===== config.mk =====
export PLATFORM = sky130hd
export DESIGN_NAME = as_gpio_capture_flat
export DESIGN_NICKNAME = d
export VERILOG_FILES = /design/src/rtl/as_gpio_capture_pkg.sv /design/src/rtl/as_gpio_capture_if.sv /design/src/rtl/as_gpio_capture_sync_fifo.sv /design/src/rtl/as_gpio_capture.sv /design/src/flat_wrapper.sv
export SDC_FILE = /design/constraint.sdc
export NUM_CORES = 1
export LEC_CHECK = 0
export ABC_AREA = 0
export CAP_MARGIN = 15
export CORE_MARGIN = 4
export CORE_UTILIZATION = 40
export CTS_BUF_LIST = sky130_fd_sc_hd__clkbuf_8
export DETAILED_ROUTE_END_ITERATION = 7
export DONT_BUFFER_PORTS = 1
export PLACE_DENSITY_LB_ADDON = 0.3
export SETUP_SLACK_MARGIN = 0.1
export SYNTH_ARGS = -nofsm -noshare
export SYNTH_HDL_FRONTEND = slang
export SYNTH_SLANG_ARGS = --single-unit

===== constraint.sdc =====
create_clock -name clk_i -period 15.15 [get_ports clk_i]
set_input_delay 1.515 -clock clk_i [delete_from_list [all_inputs] [get_ports clk_i]]
set_output_delay 1.515 -clock clk_i [all_outputs]
set_load 0.01 [all_outputs]

===== src/rtl/as_gpio_capture_pkg.sv =====
// Shared constants and status-FSM type for the GPIO capture block.
package as_pack;

  localparam int nr_gpios            = 32;
  localparam int gpio_addr_width     = 8;
  localparam int DEFAULT_RESULT_ADDR = 4;
  localparam int DEFAULT_PASS_VALUE  = 42;

  typedef enum logic [1:0] {
    IDLE,
    RUN,
    PASS,
    FAIL
  } as_state_t;

endpackage


===== src/rtl/as_gpio_capture_if.sv =====
// GPIO write strobe plus capture-FIFO read handshake; master drives writes and consumer ready.
interface as_gpio_capture_if;
  import as_pack::*;

  logic                       cs_i;
  logic [gpio_addr_width-1:0] gpioAddr_i;
  logic [nr_gpios-1:0]        gpio_i;
  logic                       rd_rdy_i;
  logic                       rd_vld_o;
  logic [gpio_addr_width-1:0] rd_addr_o;
  logic [nr_gpios-1:0]        rd_data_o;

  modport master (
    output cs_i, gpioAddr_i, gpio_i, rd_rdy_i,
    input  rd_vld_o, rd_addr_o, rd_data_o
  );

  modport slave (
    input  cs_i, gpioAddr_i, gpio_i, rd_rdy_i,
    output rd_vld_o, rd_addr_o, rd_data_o
  );

endinterface


===== src/rtl/as_gpio_capture_sync_fifo.sv =====
// Single-clock capture FIFO with sticky overflow; a write into a full FIFO is accepted only if the head pops that cycle.
module as_sync_fifo #(
  parameter int DEPTH = 8,
  parameter int WIDTH = 8
) (
  input  logic                       clk_i,
  input  logic                       rst_i,
  input  logic                       wr_en,
  input  logic [WIDTH-1:0]           wr_data,
  input  logic                       rd_rdy,
  output logic                       rd_vld,
  output logic [WIDTH-1:0]           rd_data,
  output logic                       full,
  output logic                       empty,
  output logic                       ovf,
  output logic [$clog2(DEPTH):0]     count
);

  localparam int AW = $clog2(DEPTH);

  logic [WIDTH-1:0] mem [DEPTH];
  logic [AW-1:0]    wr_ptr;
  logic [AW-1:0]    rd_ptr;
  logic             push;
  logic             pop;

  assign empty   = (count == '0);
  assign full    = (count == (AW+1)'(DEPTH));
  assign pop     = !empty && rd_rdy;
  assign push    = wr_en && (!full || pop);
  assign rd_vld  = !empty;
  // Mask the head so stale storage never shows after reset or drain.
  assign rd_data = empty ? '0 : mem[rd_ptr];

  always_ff @(posedge clk_i) begin
    if (push) mem[wr_ptr] <= wr_data;
  end

  always_ff @(posedge clk_i or negedge rst_i) begin
    if (!rst_i) begin
      wr_ptr <= '0;
      rd_ptr <= '0;
      count  <= '0;
      ovf    <= 1'b0;
    end else begin
      if (push) wr_ptr <= wr_ptr + 1'b1;
      if (pop)  rd_ptr <= rd_ptr + 1'b1;
      if (push && !pop)      count <= count + 1'b1;
      else if (pop && !push) count <= count - 1'b1;
      if (wr_en && full && !pop) ovf <= 1'b1;
    end
  end

endmodule


===== src/rtl/as_gpio_capture.sv =====
// GPIO capture: logs every core GPIO write into a FIFO and tracks the test verdict.
// Optional watchdog enabled by defining AS_GPIO_CAPTURE_TIMEOUT_EN.
module as_gpio_capture
  import as_pack::*;
#(
  parameter int DEPTH          = 8,
  parameter int RESULT_ADDR    = DEFAULT_RESULT_ADDR,
  parameter int PASS_VALUE     = DEFAULT_PASS_VALUE,
  parameter int TIMEOUT_CYCLES = 100000
) (
  input  logic                     clk_i,
  input  logic                     rst_i,
  as_gpio_capture_if.slave         bus,
  output logic                     full_o,
  output logic                     empty_o,
  output logic                     ovf_o,
  output logic [$clog2(DEPTH):0]   count_o,
  output logic                     done_o,
  output logic                     pass_o,
  output logic                     timeout_o
);

  localparam int EW = gpio_addr_width + nr_gpios;

  as_state_t       state;
  logic            verdict_wr;
  logic            pass_data;
  logic            tmo_hit;
  logic [EW-1:0]   head;

  as_sync_fifo #(
    .DEPTH (DEPTH),
    .WIDTH (EW)
  ) u_fifo (
    .clk_i   (clk_i),
    .rst_i   (rst_i),
    .wr_en   (bus.cs_i),
    .wr_data ({bus.gpioAddr_i, bus.gpio_i}),
    .rd_rdy  (bus.rd_rdy_i),
    .rd_vld  (bus.rd_vld_o),
    .rd_data (head),
    .full    (full_o),
    .empty   (empty_o),
    .ovf     (ovf_o),
    .count   (count_o)
  );

  assign bus.rd_addr_o = head[EW-1:nr_gpios];
  assign bus.rd_data_o = head[nr_gpios-1:0];

  // Verdict decoding looks only at the write strobe, never at FIFO fullness.
  assign verdict_wr = bus.cs_i && (bus.gpioAddr_i == gpio_addr_width'(RESULT_ADDR));
  assign pass_data  = (bus.gpio_i == nr_gpios'(PASS_VALUE));

`ifdef AS_GPIO_CAPTURE_TIMEOUT_EN
  localparam int TW = $clog2(TIMEOUT_CYCLES + 1);

  logic [TW-1:0] tmo_cnt;

  assign tmo_hit = (state == RUN) && !bus.cs_i && (tmo_cnt == TW'(TIMEOUT_CYCLES - 1));

  always_ff @(posedge clk_i or negedge rst_i) begin
    if (!rst_i) begin
      tmo_cnt   <= '0;
      timeout_o <= 1'b0;
    end else if (bus.cs_i) begin
      tmo_cnt <= '0;
    end else if (tmo_hit) begin
      timeout_o <= 1'b1;
    end else if (state == RUN) begin
      tmo_cnt <= tmo_cnt + 1'b1;
    end
  end
`else
  assign tmo_hit   = 1'b0;
  assign timeout_o = 1'b0;
`endif

  // PASS and FAIL are terminal; only reset returns to IDLE.
  always_ff @(posedge clk_i or negedge rst_i) begin
    if (!rst_i) begin
      state  <= IDLE;
      done_o <= 1'b0;
      pass_o <= 1'b0;
    end else begin
      case (state)
        IDLE, RUN: begin
          if (verdict_wr) begin
            state  <= pass_data ? PASS : FAIL;
            done_o <= 1'b1;
            pass_o <= pass_data;
          end else if (tmo_hit) begin
            state  <= FAIL;
            done_o <= 1'b1;
          end else if (bus.cs_i) begin
            state <= RUN;
          end
        end
        default: ;
      endcase
    end
  end

endmodule


===== src/flat_wrapper.sv =====
// flat-port wrapper written by rule: the top's interface ports become plain ports
module as_gpio_capture_flat import as_pack::*;
#(
  parameter int DEPTH          = 8,
  parameter int RESULT_ADDR    = DEFAULT_RESULT_ADDR,
  parameter int PASS_VALUE     = DEFAULT_PASS_VALUE,
  parameter int TIMEOUT_CYCLES = 100000
)
  (clk_i, rst_i, full_o, empty_o, ovf_o, count_o, done_o, pass_o, timeout_o, bus_cs_i, bus_gpioAddr_i, bus_gpio_i, bus_rd_rdy_i, bus_rd_vld_o, bus_rd_addr_o, bus_rd_data_o);
  as_gpio_capture_if bus_i ();
  input  logic clk_i;
  input  logic rst_i;
  output logic full_o;
  output logic empty_o;
  output logic ovf_o;
  output logic [$clog2(DEPTH):0] count_o;
  output logic done_o;
  output logic pass_o;
  output logic timeout_o;
  input wire logic [$bits(bus_i.cs_i)-1:0] bus_cs_i;
  input wire logic [$bits(bus_i.gpioAddr_i)-1:0] bus_gpioAddr_i;
  input wire logic [$bits(bus_i.gpio_i)-1:0] bus_gpio_i;
  input wire logic [$bits(bus_i.rd_rdy_i)-1:0] bus_rd_rdy_i;
  output wire logic [$bits(bus_i.rd_vld_o)-1:0] bus_rd_vld_o;
  output wire logic [$bits(bus_i.rd_addr_o)-1:0] bus_rd_addr_o;
  output wire logic [$bits(bus_i.rd_data_o)-1:0] bus_rd_data_o;
  assign bus_i.cs_i = bus_cs_i;
  assign bus_i.gpioAddr_i = bus_gpioAddr_i;
  assign bus_i.gpio_i = bus_gpio_i;
  assign bus_i.rd_rdy_i = bus_rd_rdy_i;
  assign bus_rd_vld_o = bus_i.rd_vld_o;
  assign bus_rd_addr_o = bus_i.rd_addr_o;
  assign bus_rd_data_o = bus_i.rd_data_o;
  as_gpio_capture #(.DEPTH(DEPTH), .RESULT_ADDR(RESULT_ADDR), .PASS_VALUE(PASS_VALUE), .TIMEOUT_CYCLES(TIMEOUT_CYCLES)) u_core (.clk_i(clk_i), .rst_i(rst_i), .bus(bus_i), .full_o(full_o), .empty_o(empty_o), .ovf_o(ovf_o), .count_o(count_o), .done_o(done_o), .pass_o(pass_o), .timeout_o(timeout_o));
endmodule

==> metrics.csv <==
metric;value;unit
status;finished clean;
n_antenna_cell;0;
ys_types;34;
synth-main-ff-cell;edfxtp_1;
finalCritPeriodShare;32.3;%
track_usage;15.2;%
synth_top_cell_area_share;74.1;%
maxCapViolCount;0;
synth_area;13000;µm²
cp-end-kind;primary output;
path_clk_slew;0.06;ns
p_sw_share;31.6;%
power.leakage;4.73;nW
crit_buf_inv;1;
seq_area_frac_synth;76.8;%
netSwitchingPower;0.000861;W
wire_per_inst;24.3;µm
min_path_cells;1;
rows;65;
internal-power;0.00187;W
setup_viol;0;
min-delay-start;u_core.state[1];
cts_setup_buffers;0;
min_to;u_core.state[1];
rsz0062_at_grt;false;
grt_pass1_wl;40.6;mm
port_buffers;0;
pin_count;95;
cts-htree-levels;2;
critPathTopFamily;buffers and inverters;
cts-hold-fix-buffers;0;
synth_edf_count;320;
crit_chain;buf_4 -> mux4_2 -> mux2i_1 -> nor2_1;
fin_setup_tns;0;ns
synth_nets;646;
syn-mean-instance-area;21.8;µm²
fillCellCount;2640;
cts-buffers-inserted;53;
irDropWorstVdd;0.116;mV
combPwrFrac;27.5;%
drive_above_1_share;25.6;%
worstReg2RegStart;u_core.u_fifo.count[0];
die_h;188;µm
r2r_cells;9;
post-route-min-period;4.90;ns
syn_to_final_growth;11.8;%
num_vias;5856;
dp_hpwl;14.8;mm
core;31800;µm²
cts_resized;0;
finalHoldViolations;0;
slew_viol_final;0;
drt-total-wl;26.9;mm
grt-ovfl-total;0;
critPathMaxStageDelay;0.91;ns
maxSlewHeadroom;33.0;%
synth_seq_cells;334;
hold_class;reg -> reg;
powerDensity;188;nW/µm²
initial_utilization;40.8;%
cts-root-buf;clkbuf_8;
fin_hold_ws;0.469;ns
r2r_slack;12.04;ns
drt_iter0_markers;421;
cts_buffer_depth;3;
crit_required;13.64;ns
synthTopCellsByArea;edfxtp_1, mux4_2, mux2i_1;
cp.depth;4;
floorplan.die_area;35400;µm²
nNetsFinal;685;
cts_tree;done;
grt_pass1_vias;6451;
grt_max_degree;83;
syn_inst;596;
drtPass1Iterations;4;
postRouteAntennaNets;0;
fmax;204;MHz
worst_r2r_endpoint;u_core.u_fifo.count[3];
grt_antenna_before_repair;0;
p_clk_share;25.8;%
worstSetupPathType;reg -> out;
clk_latency;0.56;ns
worst_slew_pin_slew;1.00;ns
async_flop_share;4.19;%
start_kind;flop;
vias_per_cell;5.29;
post-synth-top-count-cell;edfxtp_1;
synth_commonest_cells;edfxtp_1, mux4_2, nor2_1, mux2i_1, dfrtp_1;
yosys.area.top_type;edfxtp_1;
gp_congestion;0.683;
arrival;3.38;ns
cpMaxStageDelayCell;buf_4;
drc;0;
cts_sinks;334;
p_seq_share;46.7;%
finClkSkew;0.0153;ns
synth_warnings;0;
worstPathMaxFanout;50;
chipWidth;188;µm
-- layout make-up --
class	instances	area, µm²	area share, %
clock buffers	53	729	5.03
clock inverters	38	234	1.61
inverters	4	15.0	0.104
multi-input cells	229	2890	20.0
flip-flops and latches	334	9970	68.8
well taps	435	544	3.76
repair buffers	13	110	0.760
-- state kept, by name, summed over array words and instances, names as in the netlist --
signal / cells
u_core.u_fifo.wr_ptr: 3
u_core.u_fifo.mem: 320
u_core.state: 1
u_core.u_fifo.count: 4
u_core.u_fifo.ovf: 1
u_core.done_o: 1
u_core.u_fifo.rd_ptr: 3
u_core.pass_o: 1
-- per-layer routing --
metal	GRT usage (%)	wire [µm]
met4	3.67	371
met2	24.6	13100
met3	5.10	2040
met5	0	0
met1	20.1	11400
-- logic make-up after synthesis --
family | synth area share, %
flops | 76.8
mux | 17.2
simple gates | 3.08
buf+inv | 1.27
compound gates | 0.540
fa+ha+maj | 0.637
xor+xnor | 0.405
other cells | 0.0289
-- power groups by stage --
stage,registers (W),logic [W],clock network [W]
2_1_floorplan,0.00122,0.000636,0
3_3_place_gp,0.00131,0.000738,0
3_5_place_dp,0.00132,0.000744,0
4_1_cts,0.00130,0.000745,0.000722
5_1_grt,0.00129,0.000815,0.000770
6_report,0.00127,0.000750,0.000704
-- per-stage QoR --
step	cell area, µm²	utilization, %	power (W)	setup WS, ns	instances
floorplan	13000	-	0.00186	9.20	596
global placement	13500	42.5	0.00204	10.72	1014
detailed placement	13500	42.5	0.00206	10.74	1014
CTS	14500	45.5	0.00277	10.14	1105
global route	14500	45.6	0.00288	9.96	1106
finish	14500	45.6	0.00273	10.25	1106
-- cell usage in the layout, fill, tap and decap left out, types with 2 or more instances in the layout --
cell,synthesis,final
buf_4,9,12
nor2_1,44,41
inv_1,3,19
mux4_2,80,80
inv_2,1,2
nor4_1,7,6
nor4b_1,4,4
o21ai_0,2,2
clkinvlp_4,0,2
clkinv_2,0,4
nor3_2,0,4
clkbuf_8,0,53
clkinv_1,0,12
nand2b_1,4,4
bufinv_16,0,3
nand2_1,9,9
mux2i_1,41,41
edfxtp_1,320,320
nand4_1,2,2
nor3_1,8,4
a21o_1,3,3
xnor2_1,6,6
nor2_4,0,3
ha_1,5,5
dfrtp_4,0,2
dfrtp_1,14,11
nand3_1,2,2
-- worst max-delay path by stage --
| stage | from | endpoint | slack, ns |
|---|---|---|---|
| 4_1_cts | u_core.u_fifo.rd_ptr[0] | bus_rd_data_o[26] | 10.14 |
| 3_3_place_gp | u_core.u_fifo.rd_ptr[0] | bus_rd_data_o[26] | 10.72 |
| 3_5_place_dp | u_core.u_fifo.rd_ptr[0] | bus_rd_data_o[26] | 10.74 |
| 6_report | u_core.u_fifo.rd_ptr[0] | bus_rd_data_o[26] | 10.25 |
| 5_1_grt | u_core.u_fifo.rd_ptr[0] | bus_rd_data_o[26] | 9.96 |
| 2_1_floorplan | bus_rd_rdy_i | u_core.u_fifo.mem[0][0] | 9.20 |
No activity file was read; power rests on OpenSTA's default activity.
